## config.mk

```make
export PLATFORM = sky130hd
export DESIGN_NAME = sr_excitation_driver
export DESIGN_NICKNAME = d
export VERILOG_FILES = /design/src/rtl/ff_pkg.sv /design/src/rtl/sr_excite_bit.sv /design/src/rtl/sr_excitation_driver.sv
export SDC_FILE = /design/constraint.sdc
export NUM_CORES = 1
export LEC_CHECK = 0
export CORE_MARGIN = 1.5
export CORE_UTILIZATION = 53
export CTS_CLUSTER_DIAMETER = 50
export CTS_CLUSTER_SIZE = 25
export DETAILED_ROUTE_END_ITERATION = 12
export PLACE_DENSITY = 0.91
export SETUP_SLACK_MARGIN = 0.5
export SYNTH_ARGS = -nofsm -noshare
export SYNTH_HDL_FRONTEND = slang
export SYNTH_SLANG_ARGS = --single-unit
export TNS_END_PERCENT = 100
```

## constraint.sdc

```tcl
create_clock -name clk -period 3.22 [get_ports clk]
set_clock_uncertainty 0.1 [all_clocks]
set_input_delay 0.644 -clock clk [delete_from_list [all_inputs] [get_ports clk]]
set_output_delay 0.644 -clock clk [all_outputs]
set_load 0.02 [all_outputs]
```

## src/rtl/ff_pkg.sv

```systemverilog
// Shared definitions for the SR excitation driver: FSM encoding, per-bit
// excitation rule and counter widths.
package ff_pkg;

  typedef enum logic [1:0] {
    IDLE  = 2'd0,
    DRIVE = 2'd1,
    WAIT  = 2'd2,
    CHECK = 2'd3
  } state_t;

  localparam int ERR_CNT_W = 8;
  localparam int SETTLE_CNT_W = 4;

  // {S,R} that moves one SR flop from q to target; zero when already there.
  function automatic logic [1:0] sr_excite(input logic target, input logic q);
    return {target & ~q, ~target & q};
  endfunction

endpackage

```

## src/rtl/sr_excite_bit.sv

```systemverilog
// One bit of registered S/R excitation, one-cycle latency from load.
// No backpressure; load takes priority over the synchronous clear.
module sr_excite_bit
  import ff_pkg::*;
(
  input  logic clk,
  input  logic rst,
  input  logic load,
  input  logic clr,
  input  logic target,
  input  logic q,
  output logic s,
  output logic r
);

  always_ff @(posedge clk or posedge rst) begin
    if (rst) begin
      s <= 1'b0;
      r <= 1'b0;
    end else if (load) begin
      {s, r} <= sr_excite(target, q);
    end else if (clr) begin
      s <= 1'b0;
      r <= 1'b0;
    end
  end

endmodule

```

## src/rtl/sr_excitation_driver.sv

```systemverilog
// Closed-loop SR bank driver: one-cycle excitation, SETTLE idle cycles, compare.
// Latency SETTLE+3 per transaction; tgt_ready only in IDLE, so tgt_valid stalls while busy.
module sr_excitation_driver
  import ff_pkg::*;
#(
  parameter int WIDTH  = 4,
  parameter int SETTLE = 1
) (
  input  logic                 clk,
  input  logic                 rst,
  input  logic [WIDTH-1:0]     tgt,
  input  logic                 tgt_valid,
  output logic                 tgt_ready,
  output logic [WIDTH-1:0]     S,
  output logic [WIDTH-1:0]     R,
  input  logic [WIDTH-1:0]     Q,
  output logic                 busy,
  output logic                 done,
  output logic                 err,
  output logic [ERR_CNT_W-1:0] err_cnt
);

  localparam logic [SETTLE_CNT_W-1:0] SETTLE_M1 = SETTLE_CNT_W'(SETTLE - 1);

  state_t                  state_q, state_d;
  logic [WIDTH-1:0]        tgt_q;
  logic [SETTLE_CNT_W-1:0] cnt;
  logic                    load;
  logic                    clr;
  logic                    mismatch;

  assign tgt_ready = (state_q == IDLE);
  assign busy      = (state_q != IDLE);
  assign mismatch  = (Q != tgt_q);
  // Excitation lives exactly one cycle: anything but a fresh load clears it.
  assign clr       = ~load;

  always_ff @(posedge clk or posedge rst) begin
    if (rst) state_q <= IDLE;
    else     state_q <= state_d;
  end

  always_comb begin
    state_d = state_q;
    load    = 1'b0;
    unique case (state_q)
      IDLE: begin
        if (tgt_valid) begin
          load    = 1'b1;
          state_d = DRIVE;
        end
      end
      DRIVE:   state_d = WAIT;
      WAIT:    if (cnt == '0) state_d = CHECK;
      CHECK:   state_d = IDLE;
      default: state_d = IDLE;
    endcase
  end

  always_ff @(posedge clk or posedge rst) begin
    if (rst) begin
      tgt_q   <= '0;
      cnt     <= '0;
      done    <= 1'b0;
      err     <= 1'b0;
      err_cnt <= '0;
    end else begin
      done <= (state_q == CHECK);
      err  <= (state_q == CHECK) && mismatch;
      if (load) tgt_q <= tgt;
      if (state_q == DRIVE) cnt <= SETTLE_M1;
      else if (state_q == WAIT && cnt != '0) cnt <= cnt - 1'b1;
      if (state_q == CHECK && mismatch && err_cnt != '1) err_cnt <= err_cnt + 1'b1;
    end
  end

  for (genvar i = 0; i < WIDTH; i++) begin : g_bit
    sr_excite_bit u_bit (
      .clk    (clk),
      .rst    (rst),
      .load   (load),
      .clr    (clr),
      .target (tgt[i]),
      .q      (Q[i]),
      .s      (S[i]),
      .r      (R[i])
    );
  end

endmodule

```

==> flow_metrics.tcl <==
set metrics [dict create \
    synth_top_family_by_area "simple AND/OR/NAND/NOR gates" \
    leakagePower_nw 0.727 \
    critPathLaunchType "register" \
    port_buffers 30 \
    die-area_sq_mm 0.00286 \
    syn_nets 131 \
    antenna_found_initial 0 \
    htree_levels 1 \
    crit_required_ns 2.48 \
    path_class "register to output port" \
    hold_path_class "register to register" \
    ys_types 30 \
    cts_tree "done" \
    ios 31 \
    cts_resized 0 \
    setup-tns-final_ns 0 \
    drc 0 \
    clkTransAtPathRegs_ns 0.14 \
    hold_viol 0 \
    max-slew-margin-rel 0.723 \
    grt_pass1_vias 894 \
    finalNonFillerCells 168 \
    layout_common_cells "30 x clkdlybuf4s50_1, 28 x dfrtp_1, 11 x xnor2_1" \
    synth-main-ff-cell "dfrtp_1" \
    p_switching_mw 0.450 \
    layout.nets 158 \
    synth_edf_count 0 \
    status "complete, no violations" \
    setup_viol 0 \
    worstRegToRegCells 6 \
    grt-ovfl-total 0 \
    grt_usage 0.194 \
    post-place-cells 165 \
    insertion_delay_ns 0.32 \
    postCtsSetupRepairBufs 0 \
    slew_viol_final 0 \
    p_int_mw 0.767 \
    cts-root-buf "clkbuf_4" \
    synthToLayoutAreaGrowth_pct 22.5 \
    vias_per_cell 5.43 \
    rows 18 \
    synthSimpleGateAreaFrac 0.174 \
    swShare 0.370 \
    tightest_slew_ns 0.414 \
    clock_sinks 28 \
    drive_gt1_frac 0.123 \
    rsz0062_at_grt "false" \
    holdBufCountCts 0 \
    start_util 0.551 \
    ys_seq_area_frac 0.518 \
    die_w_um 53.5 \
    power_mw 1.22 \
    detail-route-antenna-nets 0 \
    ys_async_sr_fraction 1.00 \
    cap_violations 0 \
    clock_power_share 0.114 \
    peakVddDrop_mv 0.510 \
    grt_first_pass_wirelength_um 3860 \
    p_per_area_mw_per_mm2 735 \
    grt_max_degree 29 \
    cts.path.max_buffers 2 \
    wl_per_cell_um 14.8 \
    synth_fa_ha_area_frac 0.0648 \
    gp_congestion 0.868 \
    syn_avg_cell_area_sq_um 12.0 \
    yosysWarnings 0 \
    synth_xor_area_frac 0.0777 \
    critPathCaptureType "output port" \
    ys_seq_elements 28 \
    n_antenna_cell 0 \
    path_max_fanout 5 \
    synth_compound_area_frac 0.0407 \
    dp_hpwl_um 1860 \
    fmax_mhz 400 \
    mostFrequentLayoutCell "clkdlybuf4s50_1" \
    fin_util 0.675 \
    fin_crit_ns 2.50 \
    power_frac_seq 0.436 \
    whs_path_depth 1 \
    dieHeight_um 53.5 \
    dr.pass1.iters 4 \
    period_share 0.777 \
    syn_inst 113 \
    syn_area_sq_mm 0.00135 \
    cp.arrival_ns 1.76 \
    wirelength_um 2490 \
    p_comb_frac 0.450 \
    muxShareOfSynthArea 0.0527 \
    cts-buffers-inserted 3 \
    core-area_sq_mm 0.00245 \
    first_iter_violations 10 \
    dr_total_vias 913 \
]
-- per-stage QoR --
| step | setup slack, ns | cell area [sq um] | hold slack (ns) |
|---|---|---|---|
| after floorplan | 1.48 | 1350 | 0.401 |
| after global placement | 0.888 | 1630 | 0.409 |
| after detailed placement | 0.855 | 1630 | 0.415 |
| after CTS | 0.721 | 1660 | 0.444 |
| after global routing | 0.629 | 1660 | 0.464 |
| final | 0.718 | 1660 | 0.443 |
-- flip-flops by register name, indices dropped and copies added (netlist names) --
signal,flops
done,1
g_bit.u_bit.r,4
err_cnt,8
err,1
state_q,2
cnt,4
g_bit.u_bit.s,4
tgt_q,4
-- critical path, cell delays in order (launching register included) --
cell and delay [ns]:
dfrtp_1 0.43, inv_1 0.08, ha_1 0.26, inv_1 0.07
clkdlybuf4s50_1 0.59
-- cell families after synthesis --
family | after synthesis
simple gates | 33
flops | 28
buf+inv | 18
xor+xnor | 12
compound gates | 9
fa+ha+maj | 7
mux | 6
-- per-layer routing --
metal | global-route usage | part of all wire | wire length, um
met1 | 0.214 | 0.41 | 1030
met2 | 0.340 | 0.54 | 1350
met3 | 0.0311 | 0.027 | 68
met4 | 0.132 | 0.017 | 42
met5 | 0 | 0 | 0
-- final timing paths --
kind                                         from                endpoint  slack, ns
min in group asynchronous                     rst      cnt[1]$_DFFE_PP0P_       0.58
min                        err_cnt[0]$_DFFE_PP0P_  err_cnt[0]$_DFFE_PP0P_       0.44
max in group asynchronous                     rst  err_cnt[6]$_DFFE_PP0P_       2.16
min reg2reg                err_cnt[0]$_DFFE_PP0P_  err_cnt[0]$_DFFE_PP0P_       0.44
max reg2reg                state_q[0]$_DFFE_PP0P_  state_q[1]$_DFFE_PP0P_       1.50
max                        state_q[0]$_DFFE_PP0P_                    busy       0.72
-- power by group through the flow --
stage               sequential (mW)  clock [mW]  combinational [mW]
CTS                           0.531       0.146               0.550
detailed placement            0.538           0               0.547
global placement              0.532           0               0.527
finish                        0.531       0.139               0.548
floorplan                     0.579           0               0.301
global route                  0.544       0.155               0.589
-- cell usage after synthesis (2+ instances only) --
master / count / area, sq um
xnor2_1: 11 / 96.3
nand2_1: 2 / 7.51
nand4_1: 4 / 25.0
nor3b_1: 8 / 60.1
and3_2: 2 / 15.0
nor2_1: 5 / 18.8
buf_4: 8 / 60.1
nand3_1: 2 / 10.0
a21oi_1: 4 / 20.0
dfrtp_1: 28 / 701
ha_1: 7 / 87.6
a211oi_1: 2 / 15.0
mux2_2: 5 / 56.3
inv_1: 9 / 33.8
-- area by class of cell --
| type | count | area [sq um] |
|---|---|---|
| fill | 173 | 798 |
| multi-input combinational | 67 | 554 |
| sequential | 28 | 701 |
| inverter | 9 | 33.8 |
| clock buffer | 3 | 22.5 |
| timing repair buffer | 31 | 308 |
| tap | 30 | 37.5 |
Note: power is estimated with default switching activity, not from simulation.
